**src/rtl/load_store_unit.sv**
```systemverilog
// Load/store unit: one memory operation at a time, IDLE/REQ/RESP/DONE/ERR FSM.
// Define LSU_MISALIGN_TRAP_EN to fault on misaligned accesses instead of aligning.
module load_store_unit #(
  parameter int unsigned DMEM_WORDS = 1024
) (
  input  logic        clk,
  input  logic        reset_n,
  input  logic        lsu_valid_i,
  output logic        lsu_ready_o,
  input  logic [1:0]  lsu_op_i,
  input  logic [1:0]  lsu_size_i,
  input  logic        lsu_unsigned_i,
  input  logic [31:0] lsu_base_i,
  input  logic [11:0] lsu_offset_i,
  input  logic [31:0] lsu_store_data_i,
  input  logic [4:0]  lsu_rd_i,
  output logic        lsu_done_o,
  output logic        lsu_wb_en_o,
  output logic [4:0]  lsu_rd_o,
  output logic [31:0] lsu_load_data_o,
  output logic        lsu_err_o,
  output logic [31:0] lsu_err_addr_o,
  output logic        data_mem_req_o,
  output logic [31:0] data_mem_addr_o,
  output logic [1:0]  data_mem_byte_en_o,
  output logic        data_mem_wr_o,
  output logic [31:0] data_mem_wr_data_o,
  output logic        data_mem_zero_extnd_o,
  input  logic [31:0] data_mem_rd_data_i
);

  localparam logic [2:0] S_IDLE = 3'd0;
  localparam logic [2:0] S_REQ  = 3'd1;
  localparam logic [2:0] S_RESP = 3'd2;
  localparam logic [2:0] S_DONE = 3'd3;
  localparam logic [2:0] S_ERR  = 3'd4;

  localparam logic [1:0] OP_LOAD  = 2'b01;
  localparam logic [1:0] OP_STORE = 2'b10;

  localparam logic [1:0] SZ_B = 2'b00;
  localparam logic [1:0] SZ_H = 2'b01;
  localparam logic [1:0] SZ_W = 2'b10;
  localparam logic [1:0] SZ_X = 2'b11;

  localparam logic [32:0] LIMIT = 33'(DMEM_WORDS) * 33'd4;

  logic [2:0]  state_q, state_d;
  logic [31:0] ea_q;
  logic [31:0] addr_q;
  logic [1:0]  size_q;
  logic        uns_q;
  logic        load_q;
  logic [31:0] wdata_q;
  logic [4:0]  rd_q;
  logic [31:0] ldata_q, ldata_d;

  logic [31:0] ea;
  logic [31:0] ea_eff;
  logic        is_mem;
  logic        mis_h;
  logic        mis_w;
  logic        oor;
  logic        fault;
  logic        accept;
  logic [31:0] wdata_m;

  function automatic logic [31:0] ext(
    input logic [31:0] d,
    input logic [1:0]  sz,
    input logic        u
  );
    logic [31:0] r;
    r = d;
    if (sz == SZ_B)
      r = {{24{d[7] & ~u}}, d[7:0]};
    else if (sz == SZ_H)
      r = {{16{d[15] & ~u}}, d[15:0]};
    return r;
  endfunction

  assign ea = lsu_base_i
            + {{20{lsu_offset_i[11]}}, lsu_offset_i};

  assign is_mem = (lsu_op_i == OP_LOAD)
               || (lsu_op_i == OP_STORE);
  assign mis_h  = (lsu_size_i == SZ_H) && ea[0];
  assign mis_w  = (lsu_size_i == SZ_W)
               && (ea[1:0] != 2'b00);

`ifdef LSU_MISALIGN_TRAP_EN
  assign ea_eff = ea;
  assign fault  = (lsu_size_i == SZ_X) || mis_h
               || mis_w || oor;
`else
  always_comb begin
    ea_eff = ea;
    if (mis_h)
      ea_eff[0] = 1'b0;
    if (mis_w)
      ea_eff[1:0] = 2'b00;
  end
  assign fault = (lsu_size_i == SZ_X) || oor;
`endif

  assign oor    = ({1'b0, ea_eff} >= LIMIT);
  assign accept = lsu_valid_i && (state_q == S_IDLE);

  always_comb begin
    wdata_m = lsu_store_data_i;
    if (lsu_size_i == SZ_B)
      wdata_m = {24'h0, lsu_store_data_i[7:0]};
    else if (lsu_size_i == SZ_H)
      wdata_m = {16'h0, lsu_store_data_i[15:0]};
  end

  always_comb begin
    state_d = state_q;
    unique case (state_q)
      S_IDLE: begin
        if (accept) begin
          if (!is_mem)
            state_d = S_DONE;
          else if (fault)
            state_d = S_ERR;
          else
            state_d = S_REQ;
        end
      end
      S_REQ:   state_d = load_q ? S_RESP : S_DONE;
      S_RESP:  state_d = S_DONE;
      S_DONE:  state_d = S_IDLE;
      S_ERR:   state_d = S_IDLE;
      default: state_d = S_IDLE;
    endcase
  end

  // Load result is extended here so memory may return raw right-aligned data
  always_comb begin
    ldata_d = ldata_q;
    if (state_q == S_RESP)
      ldata_d = ext(data_mem_rd_data_i, size_q, uns_q);
  end

  always_ff @(posedge clk or negedge reset_n) begin
    if (!reset_n) begin
      state_q <= S_IDLE;
      ea_q    <= '0;
      addr_q  <= '0;
      size_q  <= '0;
      uns_q   <= 1'b0;
      load_q  <= 1'b0;
      wdata_q <= '0;
      rd_q    <= '0;
      ldata_q <= '0;
    end else begin
      state_q <= state_d;
      ldata_q <= ldata_d;
      if (accept) begin
        ea_q    <= ea;
        addr_q  <= ea_eff;
        size_q  <= lsu_size_i;
        uns_q   <= lsu_unsigned_i;
        load_q  <= (lsu_op_i == OP_LOAD);
        wdata_q <= wdata_m;
        rd_q    <= lsu_rd_i;
      end
    end
  end

  logic in_req;
  logic in_acc;
  logic in_done;
  logic in_err;

  assign in_req  = (state_q == S_REQ);
  assign in_acc  = in_req || (state_q == S_RESP);
  assign in_done = (state_q == S_DONE);
  assign in_err  = (state_q == S_ERR);

  assign lsu_ready_o     = (state_q == S_IDLE);
  assign lsu_done_o      = in_done || in_err;
  assign lsu_wb_en_o     = in_done && load_q;
  assign lsu_rd_o        = (in_done && load_q) ? rd_q : 5'd0;
  assign lsu_load_data_o = ldata_q;
  assign lsu_err_o       = in_err;
  assign lsu_err_addr_o  = in_err ? ea_q : 32'd0;

  assign data_mem_req_o        = in_req;
  assign data_mem_addr_o       = in_acc ? addr_q : 32'd0;
  assign data_mem_byte_en_o    = in_acc ? size_q : 2'b00;
  assign data_mem_wr_o         = in_req && !load_q;
  assign data_mem_wr_data_o    = (in_req && !load_q)
                               ? wdata_q : 32'd0;
  assign data_mem_zero_extnd_o = in_acc && load_q && uns_q;

endmodule
```
**config.mk**
```make
export PLATFORM = sky130hd
export DESIGN_NAME = load_store_unit
export DESIGN_NICKNAME = d
export VERILOG_FILES = /design/src/rtl/load_store_unit.sv
export SDC_FILE = /design/constraint.sdc
export NUM_CORES = 1
export LEC_CHECK = 0
export BUFFER_PORTS_ARGS = -buffer_cell sky130_fd_sc_hd__buf_2
export CAP_MARGIN = 20
export CORE_ASPECT_RATIO = 1.75
export CORE_MARGIN = 2
export CORE_UTILIZATION = 54
export CTS_BUF_LIST = sky130_fd_sc_hd__clkbuf_16
export CTS_CLUSTER_DIAMETER = 30
export DETAILED_ROUTE_END_ITERATION = 10
export GPL_TIMING_DRIVEN = 0
export PLACE_DENSITY = 0.86
export SYNTH_ARGS = -nofsm -noshare
export SYNTH_HDL_FRONTEND = slang
export SYNTH_SLANG_ARGS = --single-unit
export TNS_END_PERCENT = 20
```
**constraint.sdc**
```tcl
create_clock -name clk -period 2.55 [get_ports clk]
set_input_delay 0 -clock clk [delete_from_list [all_inputs] [get_ports clk]]
set_output_delay 0 -clock clk [all_outputs]
set_load 0.02 [all_outputs]
```
== Word level (Yosys, flattened, before mapping) ==
Cells that the tools add are included.

* Register bits after elaboration: 140
* Memory bits (read-only): 0
* Bits of input ports: 121
* Bits in latches: 0
* Memories kept: 0
* Word-level logic and storage cells: 57
* Memory bits (writable): 0

* Shift operators: 0
* Add/subtract/negate cells: 1
* Mux-type cells: 16
* Divide/modulo/power cells: 0
* Multiply operators: 0
* $lt $le $gt $ge: 1
* Bitwise logic cells: 3
* Equality and inequality tests: 11
* Reductions and logical operators: 16

{| class="wikitable"
|+ Operators with widths
! operator !! count
|-
| $mux W32 || 7
|-
| $add A32 B32 Y32 || 1
|-
| $ge A32 B13 Y1 const B || 1
|-
| $mux W3 || 3
|-
| $pmux W3 S3 || 1
|-
| $logic_and A1 B1 Y1 || 7
|-
| $eq A2 B1 Y1 const B || 3
|-
| $eq A2 B2 Y1 const B || 3
|-
| $eq A3 B2 Y1 const B || 2
|-
| $mux W5 || 1
|-
| $logic_not A2 Y1 || 2
|-
| $logic_or A1 B1 Y1 || 4
|-
| $mux W2 || 2
|-
| $eq A3 B1 Y1 const B || 1
|-
| $eq A3 B3 Y1 const B || 1
|-
| $logic_not A3 Y1 || 1
|-
| $and A1 B1 Y1 || 2
|-
| $mux W1 || 2
|-
| $ne A2 B1 Y1 const B || 1
|-
| $reduce_bool A2 Y1 || 1
|-
| $logic_not A1 Y1 || 1
|-
| $not A1 Y1 || 1
|}

== Logic depth before layout (Yosys ltp) ==
* Depth in word-level cells: 10
* Mapped depth: 12
* Gate-level depth less buffers: 12

== Worst setup path after synthesis ==
Ideal clock, no wire load.

* Kind: input to register
* Start: input port lsu_base_i[0]
* End: register state_q[0]
* Stages on the path: 12
* Data required time: 2.483 ns
* Path buffers: 0
* Arrival: 2.706 ns
* Path slack: -0.223 ns
* Cell sequence: ha_1 -> inv_1 -> fa_1 -> nand2b_1 -> a21o_1 -> a2111oi_2 -> o211ai_1 -> and2_1 -> a211oi_1 -> nand2_8 -> o41ai_2 -> a311o_1

* Word-level cells in the longest chain between the ends: 10

{| class="wikitable"
|+ Ends and longest elaborated chain
! element !! line !! text
|-
| from (decl) || 13 || <nowiki>input logic [31:0] lsu_base_i,</nowiki>
|-
| $add A32 B32 Y32 * || 83 || <nowiki>+ {{20{lsu_offset_i[11]}}, lsu_offset_i};</nowiki>
|-
| $logic_and A1 B1 Y1 or $reduce_bool A2 Y1 (tied branches) || 87, 89 ||
|-
| $mux W1 or $logic_and A1 B1 Y1 (tied branches) || 98, 89 ||
|-
| $mux W2 || 100 || <nowiki>if (mis_w)</nowiki>
|-
| $ge A32 B13 Y1 * || 106 || <nowiki>assign oor = ({1'b0, ea_eff} >= LIMIT);</nowiki>
|-
| $logic_or A1 B1 Y1 * || 103 || <nowiki>assign fault = (lsu_size_i == SZ_X) || oor;</nowiki>
|-
| $mux W3 * || 124 || <nowiki>else if (fault)</nowiki>
|-
| $mux W3 * || 122 || <nowiki>if (!is_mem)</nowiki>
|-
| $mux W3 * || 121 || <nowiki>if (accept) begin</nowiki>
|-
| $pmux W3 S3 * || 119 || <nowiki>unique case (state_q)</nowiki>
|-
| to (signal assigned) || 157 || <nowiki>state_q <= state_d;</nowiki>
|-
| to (decl) || 48 || <nowiki>logic [2:0] state_q, state_d;</nowiki>
|}

Every way passes the cells marked *; elsewhere a longest branch is shown, timed or not. The select of a mux whose other input is x is not followed.
A chain may end at the register's enable or synchronous reset.

== Worst setup path after layout ==
* Start: input port lsu_offset_i[11]
* End: register state_q[0]

* Word-level cells in the longest chain between the ends: 7

{| class="wikitable"
|+ Ends and longest elaborated chain
! element !! line !! text
|-
| from (decl) || 14 || <nowiki>input logic [11:0] lsu_offset_i,</nowiki>
|-
| $add A32 B32 Y32 || 83 ||
|-
| $ge A32 B13 Y1 || 106 ||
|-
| $logic_or A1 B1 Y1 || 103 ||
|-
| $mux W3 || 124 ||
|-
| $mux W3 || 122 ||
|-
| $mux W3 || 121 ||
|-
| $pmux W3 S3 || 119 ||
|}

Every way passes these cells. The select of a mux whose other input is x is not followed.

==> impl_results.md <==
- Post-Syn Area per Cell: 8.69 sq um
- Hold Startpoint: lsu_valid_i
- Pwr Density: 961 mW/mm^2
- WP data arrival: 3.09 ns
- WL per Instance: 20.0 um
- Seq pwr share: 32.8%
- Core box area: 0.0129 sq mm
- Die W: 91.0 um
- FFs w/ async S/R, synth: 100%
- Final hold violation count: 2
- GRT overflow: 0
- Critical Path Max Stage Delay: 0.44 ns
- Number of detailed-route iterations in the first pass: 5
- Reg2reg path depth: 6
- Clock slew at reported path FFs: 0.08 ns
- Footprint of the multi-input gates: 0.00445 sq mm
- Initial antenna violation count: 3
- Final nets: 1336
- Crit path setup slack, layout: -0.262 ns
- All-Layer GR Usage: 37.3%
- Clk_lat worst skew: 0.35 ns
- Vias: 8035
- Net Count, Synth: 977
- Gate Count Post-Synth: 823
- Clk root buf: clkbuf_16
- Pins Over Slew Limit: 0
- 1st-iter DRT viols: 452
- Initial Utilization: 55.3%
- Final setup vio count: 2
- Final core occ: 79.0%
- Outcome: finished, violations left
- DRC Markers: 0
- Sequential Area: 0.00275 sq mm
- Post-route cell area: 0.0102 sq mm
- Predominant post-synthesis flop cell: dfrtp_1
- CP Buf/Inv Count: 1
- Reg2reg setup slack: 0.18 ns
- CP required: 2.83 ns
- Vias per Instance: 5.90
- CTS tree: done
- Hold Path End: ea_q[22]$_DFFE_PN0P_
- Slew HR: 40.4%
- Max cap viols: 0
- CTS Buf Count: 9
- Critical-path cell list: buf_16 -> ha_2 -> a21oi_1 -> o21ai_1 -> a21o_1 -> a221o_1 -> or3_4 -> a222oi_1 -> o2111ai_2 -> o41ai_4 -> a311o_1
- Drt total wl: 27.2 mm
- H-tree depth: 3
- Worst R2R End: lsu_load_data_o[25]$_DFFE_PN0N_
- Worst hold margin: -0.00698 ns
- Total net switching power: 4.64 mW
- Min Tclk post-route: 2.81 ns
- RSZ-0062 raised after global routing: true
- Hold Path Class: in -> reg
- Largest net degree at the start of global routing: 70
- Clock sink total: 110
- Leakage power: 4.95 nW
- Worst reg2reg startpoint: state_q[0]$_DFFE_PN0P_
- Detailed Place HPWL: 17.9 mm
- Failing checks: hold timing, setup timing
- CP Capture Type: register
- Routed Antenna Nets: 0
- Netlist cell types: 73
- Sw Ratio: 47.2%
- Die height: 156 um
- Max Freq: 356 MHz
- Post-synth EDFFs: 0
- Crit-path max FO: 11
- Internal: 5.19 mW
- Clock power share: 14.2%
- Worst slew pin tran: 0.894 ns
- Setup TNS: -0.449 ns
- Die area: 0.0142 sq mm
- Skew final: 0.0128 ns
- Combinational fraction of design power: 53.0%
- CTS max path bufs: 2
- Slowest CP cell: a222oi_1
- Setup CP Type: in -> reg
- Rows: 55
- Register area share after synthesis: 38.5%
- Top-Level Pins: 263
- GP Congestion: 0.980
- Vias in the first global route: 8081
- Dpl ws: -0.940 ns
- First-pass GRT wire length: 41.8 mm
- # port buffers: 262
- VDD IR max: 0.516 mV
- # fillers: 834
- Synthesized area: 0.00715 sq mm
- Worst Hold Path Cells: 2
- Startpoint types: input port
- Area growth, synth to finish: 42.9%
- Share of cells above drive strength 1: 33.0%
- Final period util: 110%
- Placed Area: 0.00873 sq mm
- Yosys warnings: 0
- CP top delay family: compound AO/OA/AOI/OAI gates
- Seq cells post-synth: 110
power by group through the flow:
stage                     clock network [mW]  registers, mW  logic, mW
after floorplan                            0           3.31       2.87
after global placement                     0           3.10       4.61
after detailed placement                   0           3.14       4.74
after CTS                               1.39           3.12       4.90
after global routing                    1.46           3.29       5.60
final                                   1.39           3.22       5.21
per-layer routing:
layer	vias up	GRT usage [%]	wire length [um]
met5	-	0	0
met4	0	25.0	1910
met3	150	6.50	1720
met2	453	67.8	14400
met1	3824	38.9	9230
li1	3608	-	-
flip-flops by register name (all words and copies together) (netlist names):
signal,flops
addr_q,2
ea_q,32
load_q,1
lsu_load_data_o,32
rd_q,5
size_q,2
state_q,3
uns_q,1
wdata_q,32
metrics by stage:
stage          instances  power, mW  hold WS [ns]
2_1_floorplan        823       6.18        -0.296
5_1_grt             1361       10.3        0.0186
3_5_place_dp        1257       7.89        0.0367
4_1_cts             1347       9.40       0.00188
3_3_place_gp        1256       7.71         0.232
6_report            1363       9.83      -0.00698
Yosys cell counts (4+ instances only):
library cell / count / area, sq um
dfrtp_1: 110 / 2750
nor3b_1: 5 / 37.5
o21ai_1: 6 / 30.0
or4_1: 4 / 30.0
xor2_1: 9 / 78.8
and3_1: 4 / 25.0
nand3_1: 8 / 40.0
nor2b_1: 38 / 238
mux2_2: 32 / 360
o21ai_0: 67 / 335
a21o_1: 10 / 75.1
ha_1: 32 / 400
nor2_1: 49 / 184
or3_1: 7 / 43.8
nor3_1: 5 / 25.0
clkbuf_1: 38 / 143
o211ai_1: 9 / 67.6
a211oi_1: 7 / 52.6
xnor2_1: 12 / 105
nor4_1: 6 / 37.5
a31oi_1: 10 / 62.6
buf_2: 9 / 45.0
nand2_1: 131 / 492
o31ai_1: 5 / 37.5
a21oi_1: 53 / 265
and2_1: 74 / 463
inv_1: 15 / 56.3
worst reg2reg max path, stage by stage (launching register included):
cell and delay, ns:
dfrtp_1 0.46, nor2_1 0.17, and2_1 0.14, clkbuf_1 0.33, o31a_1 0.45, clkbuf_1 0.45
a21oi_1 0.21
layout make-up:
type / instances / area share, %
Inverter: 15 / 0.551
Clock buffer: 9 / 2.20
Timing Repair Buffer: 350 / 21.8
Sequential cell: 110 / 26.9
Tap cell: 171 / 2.09
Clock inverter: 7 / 0.649
Antenna cell: 5 / 0.122
Multi-Input combinational cell: 649 / 43.5
Buffer: 47 / 2.09
kinds of logic after synthesis:
| group | Yosys count | synth area share, % |
|---|---|---|
| AO/OA/AOI/OAI | 209 | 18.8 |
| XOR/XNOR | 21 | 2.57 |
| adder cells (fa/ha/maj) | 33 | 5.88 |
| buffers and inverters | 64 | 3.62 |
| flip-flops | 110 | 38.5 |
| multiplexers | 35 | 5.46 |
| AND/OR/NAND/NOR | 351 | 25.1 |
how the worst max path moves through the flow:
stage                          start                endpoint  slack [ns]  depth (start not counted)
global placement    lsu_offset_i[11]  state_q[0]$_DFFE_PN0P_       -0.93                         12
detailed placement  lsu_offset_i[11]  state_q[0]$_DFFE_PN0P_       -0.94                         12
global route        lsu_offset_i[11]  state_q[0]$_DFFE_PN0P_       -0.21                         11
floorplan              lsu_base_i[0]  state_q[0]$_DFFE_PN0P_      0.0009                         12
CTS                  lsu_offset_i[0]  state_q[0]$_DFFE_PN0P_       -0.30                         13
finish              lsu_offset_i[11]  state_q[0]$_DFFE_PN0P_       -0.26                         11
layout by cell type, fill, tap and decap left out, types with 10 or more instances in the layout:
cell           netlist  final
nand2_1            131    128
and2_1              74     74
clkbuf_16            0     10
mux2_2              32     32
xnor2_1             12     12
inv_1               15     14
ha_1                32     25
nor2_1              49     48
nor2b_1             38     37
buf_4                0     17
clkbuf_1            38     33
buf_2                9    264
dlygate4sd3_1        0     72
a21oi_1             53     47
dfrtp_1            110    110
o21ai_0             67     64
what timing repair did:
item / 4_1_cts / 5_1_grt
setup endpoints to repair: 22 / 80
gates cloned: 0 / 1
endpoints found under the hold margin: 112 / 0
pin swaps: 20 / 24
resized for setup: 40 / 40
hold buffers: 72 / 0
setup buffers: 3 / 11
(Power assumes the default switching activity.)
